### config.mk
export PLATFORM = sky130hd
export DESIGN_NAME = button_pulse_conditioner_flat
export DESIGN_NICKNAME = d
export VERILOG_FILES = /design/src/rtl/button_pulse_conditioner_if.sv /design/src/rtl/button_pulse_conditioner.sv /design/src/flat_wrapper.sv
export SDC_FILE = /design/constraint.sdc
export NUM_CORES = 1
export LEC_CHECK = 0
export ABC_AREA = 1
export ABC_CLOCK_PERIOD_IN_PS = 2500
export CELL_PAD_IN_SITES_DETAIL_PLACEMENT = 0
export CELL_PAD_IN_SITES_GLOBAL_PLACEMENT = 2
export CORE_UTILIZATION = 38
export CTS_CLUSTER_SIZE = 30
export DETAILED_ROUTE_END_ITERATION = 8
export PLACE_DENSITY = 0.92
export SYNTH_ARGS = -nofsm -noshare
export SYNTH_HDL_FRONTEND = slang
export SYNTH_SLANG_ARGS = --single-unit
### constraint.sdc
create_clock -name Clock -period 2.5 [get_ports Clock]
set_input_delay 0.5 -clock Clock [delete_from_list [all_inputs] [get_ports Clock]]
set_output_delay 0.5 -clock Clock [all_outputs]
set_load 0.05 [all_outputs]
### src/rtl/button_pulse_conditioner_if.sv
// Button conditioner signal bundle: raw button in, conditioned pulse and status out.
interface button_pulse_conditioner_if;
    logic ButtonIn;
    logic Pulse;
    logic Debounced;
    logic RepeatActive;

    modport master (
        output ButtonIn,
        input  Pulse,
        input  Debounced,
        input  RepeatActive
    );

    modport slave (
        input  ButtonIn,
        output Pulse,
        output Debounced,
        output RepeatActive
    );
endinterface

### src/rtl/button_pulse_conditioner.sv
// Synchronises and debounces a raw push-button and emits one-cycle enable pulses
// per qualified press, with optional auto-repeat while the button is held.
module button_pulse_conditioner #(
    parameter int unsigned STABLE_CYCLES = 16,
    parameter int unsigned REPEAT_EN     = 1,
    parameter int unsigned REPEAT_DELAY  = 64,
    parameter int unsigned REPEAT_PERIOD = 16,
    parameter int unsigned CNT_W         = 16
) (
    input  logic Clock,
    input  logic Reset,
    button_pulse_conditioner_if.slave btn
);

    localparam logic [CNT_W-1:0] STABLE_LAST = CNT_W'(STABLE_CYCLES - 1);
    localparam logic [CNT_W-1:0] DELAY_LAST  = CNT_W'(REPEAT_DELAY - 1);
    localparam logic [CNT_W-1:0] PERIOD_LAST = CNT_W'(REPEAT_PERIOD - 1);
    localparam bit               REPEAT_ON   = (REPEAT_EN != 0);

    typedef enum logic [1:0] {
        IDLE,
        PRESS_CHK,
        PRESSED,
        RELEASE_CHK
    } state_t;

    logic             meta_q;
    logic             sync_q;
    state_t           state_q,  state_d;
    logic [CNT_W-1:0] timer_q,  timer_d;
    logic             pulse_q,  pulse_d;
    logic             deb_q,    deb_d;
    logic             rep_q,    rep_d;

    // Two-flop synchroniser for the asynchronous button
    always_ff @(posedge Clock or negedge Reset) begin
        if (!Reset) begin
            meta_q <= 1'b0;
            sync_q <= 1'b0;
        end else begin
            meta_q <= btn.ButtonIn;
            sync_q <= meta_q;
        end
    end

    // State, timer and registered outputs
    always_ff @(posedge Clock or negedge Reset) begin
        if (!Reset) begin
            state_q <= IDLE;
            timer_q <= '0;
            pulse_q <= 1'b0;
            deb_q   <= 1'b0;
            rep_q   <= 1'b0;
        end else begin
            state_q <= state_d;
            timer_q <= timer_d;
            pulse_q <= pulse_d;
            deb_q   <= deb_d;
            rep_q   <= rep_d;
        end
    end

    // Next-state, timer and output decode
    always_comb begin
        state_d = state_q;
        timer_d = timer_q + CNT_W'(1);
        pulse_d = 1'b0;
        rep_d   = rep_q;

        unique case (state_q)
            IDLE: begin
                timer_d = '0;
                rep_d   = 1'b0;
                if (sync_q) begin
                    state_d = PRESS_CHK;
                end
            end

            PRESS_CHK: begin
                if (!sync_q) begin
                    state_d = IDLE;
                    timer_d = '0;
                end else if (timer_q == STABLE_LAST) begin
                    state_d = PRESSED;
                    timer_d = '0;
                    pulse_d = 1'b1;
                end
            end

            PRESSED: begin
                // A release always wins over a coincident repeat expiry
                if (!sync_q) begin
                    state_d = RELEASE_CHK;
                    timer_d = '0;
                end else if (!REPEAT_ON) begin
                    timer_d = '0;
                end else if (!rep_q && (timer_q == DELAY_LAST)) begin
                    pulse_d = 1'b1;
                    rep_d   = 1'b1;
                    timer_d = '0;
                end else if (rep_q && (timer_q == PERIOD_LAST)) begin
                    pulse_d = 1'b1;
                    timer_d = '0;
                end
            end

            RELEASE_CHK: begin
                // A bounce back high restarts the repeat delay without a pulse
                if (sync_q) begin
                    state_d = PRESSED;
                    timer_d = '0;
                    rep_d   = 1'b0;
                end else if (timer_q == STABLE_LAST) begin
                    state_d = IDLE;
                    timer_d = '0;
                    rep_d   = 1'b0;
                end
            end

            default: begin
                state_d = IDLE;
                timer_d = '0;
                rep_d   = 1'b0;
            end
        endcase

        deb_d = (state_d == PRESSED) || (state_d == RELEASE_CHK);
    end

    assign btn.Pulse        = pulse_q;
    assign btn.Debounced    = deb_q;
    assign btn.RepeatActive = rep_q;

endmodule

### src/flat_wrapper.sv
// flat-port wrapper written by rule: the top's interface ports become plain ports
module button_pulse_conditioner_flat 
#(
    parameter int unsigned STABLE_CYCLES = 16,
    parameter int unsigned REPEAT_EN     = 1,
    parameter int unsigned REPEAT_DELAY  = 64,
    parameter int unsigned REPEAT_PERIOD = 16,
    parameter int unsigned CNT_W         = 16
)
  (Clock, Reset, btn_ButtonIn, btn_Pulse, btn_Debounced, btn_RepeatActive);
  button_pulse_conditioner_if btn_i ();
  input  logic Clock;
  input  logic Reset;
  input wire logic [$bits(btn_i.ButtonIn)-1:0] btn_ButtonIn;
  output wire logic [$bits(btn_i.Pulse)-1:0] btn_Pulse;
  output wire logic [$bits(btn_i.Debounced)-1:0] btn_Debounced;
  output wire logic [$bits(btn_i.RepeatActive)-1:0] btn_RepeatActive;
  assign btn_i.ButtonIn = btn_ButtonIn;
  assign btn_Pulse = btn_i.Pulse;
  assign btn_Debounced = btn_i.Debounced;
  assign btn_RepeatActive = btn_i.RepeatActive;
  button_pulse_conditioner #(.STABLE_CYCLES(STABLE_CYCLES), .REPEAT_EN(REPEAT_EN), .REPEAT_DELAY(REPEAT_DELAY), .REPEAT_PERIOD(REPEAT_PERIOD), .CNT_W(CNT_W)) u_core (.Clock(Clock), .Reset(Reset), .btn(btn_i));
endmodule
==> results.json <==
{
  "p_leak_nw": 0.7269,
  "p_per_area_nw_per_um2": 518.2,
  "drive_gt1_share_pct": 15.82,
  "syn_area_sq_um": 1358,
  "track_usage_pct": 15.94,
  "drt_iter0_markers": 25,
  "nets": 186,
  "fin_skew_ns": 0.01177,
  "power.share.sequential_pct": 52.9,
  "path_cells": "clkdlybuf4s50_1",
  "regArea_sq_um": 575.6,
  "cts.htree.levels": 1,
  "final_cell_area_sq_um": 1475,
  "postSynthCellCount": 169,
  "power_frac_comb_pct": 24.1,
  "fill_cells": 347,
  "place.gp.congestion": 0.7730,
  "die_w_um": 61.77,
  "route.vias.total": 1053,
  "gr-total-overflow": 0,
  "pre_cts_slack_ns": 0.8066,
  "antenna_cells": 0,
  "route.detailed.drc": 0,
  "worst_pin_slew_ns": 0.4892,
  "critPathMaxFanout": 4,
  "r2r_end": "u_core.timer_q[4]",
  "floorplan.initialDensity_pct": 40.05,
  "postRouteAntennaNets": 0,
  "post-route-min-period_ns": 2.031,
  "arrival_ns": 1.53,
  "hold_viol": 0,
  "status": "finished, final reports clean",
  "io_buffers": 5,
  "grt_pass1_vias": 1003,
  "rsz0062_at_grt": "no",
  "yosysUniqueCellTypes": 20,
  "grt_pass1_wl_um": 4347,
  "areaGrowthSynthToFinish_pct": 8.663,
  "viasPerCell": 4.722,
  "clock.fmax_mhz": 492.3,
  "power.internal_mw": 0.5020,
  "multi_input_area_sq_um": 666.9,
  "cts_hold_buf": 0,
  "cap_violations": 0,
  "clock_latency_ns": 0.32,
  "hold_class": "reg -> reg",
  "finalSetupTns_ns": 0,
  "synthArstFlopShare_pct": 100.0,
  "end_kind": "output pin",
  "dieArea_sq_um": 3816,
  "hp-start": "u_core.meta_q",
  "antenna_found_initial": 0,
  "switching_share_pct": 34.33,
  "die_h_um": 61.77,
  "dr.pass1.iters": 4,
  "synth_warnings": 0,
  "path_delay_family": "buffers and inverters",
  "power_mw": 0.7644,
  "yosysSeqAreaShare_pct": 42.40,
  "worst-path-buf-inv": 1,
  "cts_made_buffers": 3,
  "synth_edf_count": 0,
  "io-pin-count": 6,
  "ys_ff_latch": 23,
  "setup_ws_ns": 0.4686,
  "post-route-period-util_pct": 81.26,
  "cts_tree": "done",
  "ys.flop_type": "dfrtp_1",
  "slew_violations": 0,
  "rrSetupSlack_ns": 0.78,
  "wire_per_inst_um": 11.51,
  "clkSinkCount": 23,
  "syn-num-nets": 177,
  "placed_area_sq_um": 1448,
  "postSynthAreaPerCell_sq_um": 8.033,
  "drt_wl_total_um": 2566,
  "cts_setup_buffers": 0,
  "path_clk_slew_ns": 0.12,
  "cts_resized": 0,
  "ir_drop_uv": 366.0,
  "finalSetupViolations": 0,
  "rows": 21,
  "crit_type": "reg -> out",
  "hold_end": "u_core.sync_q",
  "hold_path_depth": 0,
  "power.share.clock_pct": 23.0,
  "worst-endpoint-required_ns": 2.00,
  "clock_path_buffers": 2,
  "slew_headroom_pct": 67.28,
  "grt_max_degree": 24,
  "fin_util_pct": 43.52,
  "critPathLaunchType": "flop",
  "reg2reg_from": "u_core.timer_q[0]",
  "cp_slowest_cell": "clkdlybuf4s50_1",
  "reg2reg_depth": 10,
  "clockRootBuffer": "clkbuf_4",
  "slowest_delay_ns": 0.82,
  "p_sw_mw": 0.2624,
  "coreArea_sq_um": 3390,
  "place_hpwl_um": 1971
}
[registers in the layout (all words and copies together) (netlist names)]
name / flops
u_core.btn.RepeatActive: 1
u_core.btn.Pulse: 1
u_core.btn.Debounced: 1
u_core.sync_q: 1
u_core.state_q: 2
u_core.meta_q: 1
u_core.timer_q: 16
[cells by family (layout without fill, tap and decap cells)]
kind of cell	count (synthesis)	count (layout)	share of synthesized area [%]
compound gates	7	7	2.580
xor+xnor	11	11	7.097
fa+ha+maj	5	5	4.608
buf+inv	26	34	8.479
flops	23	23	42.40
simple gates	97	97	34.84
[worst max path at each step]
stage	from	to	slack, ns	cells past startpoint
after floorplan	u_core.timer_q[0]	u_core.timer_q[5]	0.98	11
after global placement	u_core.btn.RepeatActive	btn_RepeatActive	0.82	1
after detailed placement	u_core.timer_q[0]	u_core.timer_q[4]	0.81	10
after CTS	u_core.btn.RepeatActive	btn_RepeatActive	0.44	1
after global routing	u_core.btn.RepeatActive	btn_RepeatActive	0.41	1
final	u_core.btn.RepeatActive	btn_RepeatActive	0.47	1
[cells in the mapped netlist, types with 2 or more instances]
cell type,n,share of area (%)
nand4_1,10,4.6
o21ai_0,4,1.5
a21oi_1,3,1.1
nand2_4,2,1.7
nand2_2,3,1.4
xor2_1,10,6.5
nand3_1,8,2.9
nand2_1,39,11
nor2_1,17,4.7
inv_1,22,6.1
dfrtp_1,23,42
inv_2,2,0.55
nor2_2,15,6.9
ha_1,5,4.6
[area by class of cell]
type,instances,area share [%]
clock inverters,1,0.3393
multi-input cells,120,45.21
inverters,24,6.107
well taps,46,3.902
repair buffers,6,3.902
clock buffers,3,1.527
flip-flops and latches,23,39.02
[power by group through the flow]
stage	logic, mW	clock network (mW)	registers (mW)
final	0.184	0.176	0.404
after global routing	0.208	0.195	0.407
after detailed placement	0.183	0	0.411
after global placement	0.184	0	0.409
after floorplan	0.157	0	0.406
after CTS	0.184	0.188	0.404
[stage by stage]
step                hold slack [ns]  instances
floorplan                    0.2044        169
global placement             0.3434        219
detailed placement           0.3356        219
CTS                          0.3657        223
global route                 0.3694        223
finish                       0.3618        223
[per-layer routing]
metal,GRT usage (%),vias up,share of wire (%)
li1,-,541,-
met1,19.66,491,46
met2,27.50,15,49
met3,2.692,6,3.0
met4,6.984,0,2.2
met5,0,-,0
[placed cells by master (no fill, tap or decap), drive strengths merged]
master          n
clkdlybuf4s50   5
o21ai           4
clkbuf          3
clkinv          1
inv            24
dfrtp          23
buf             1
nand3b          1
nand3           9
nor2           32
ha              5
xnor2           1
nand4          10
a21oi           3
xor2           10
nor3b           1
nand2          44
No activity file was read; power rests on OpenSTA's default activity.
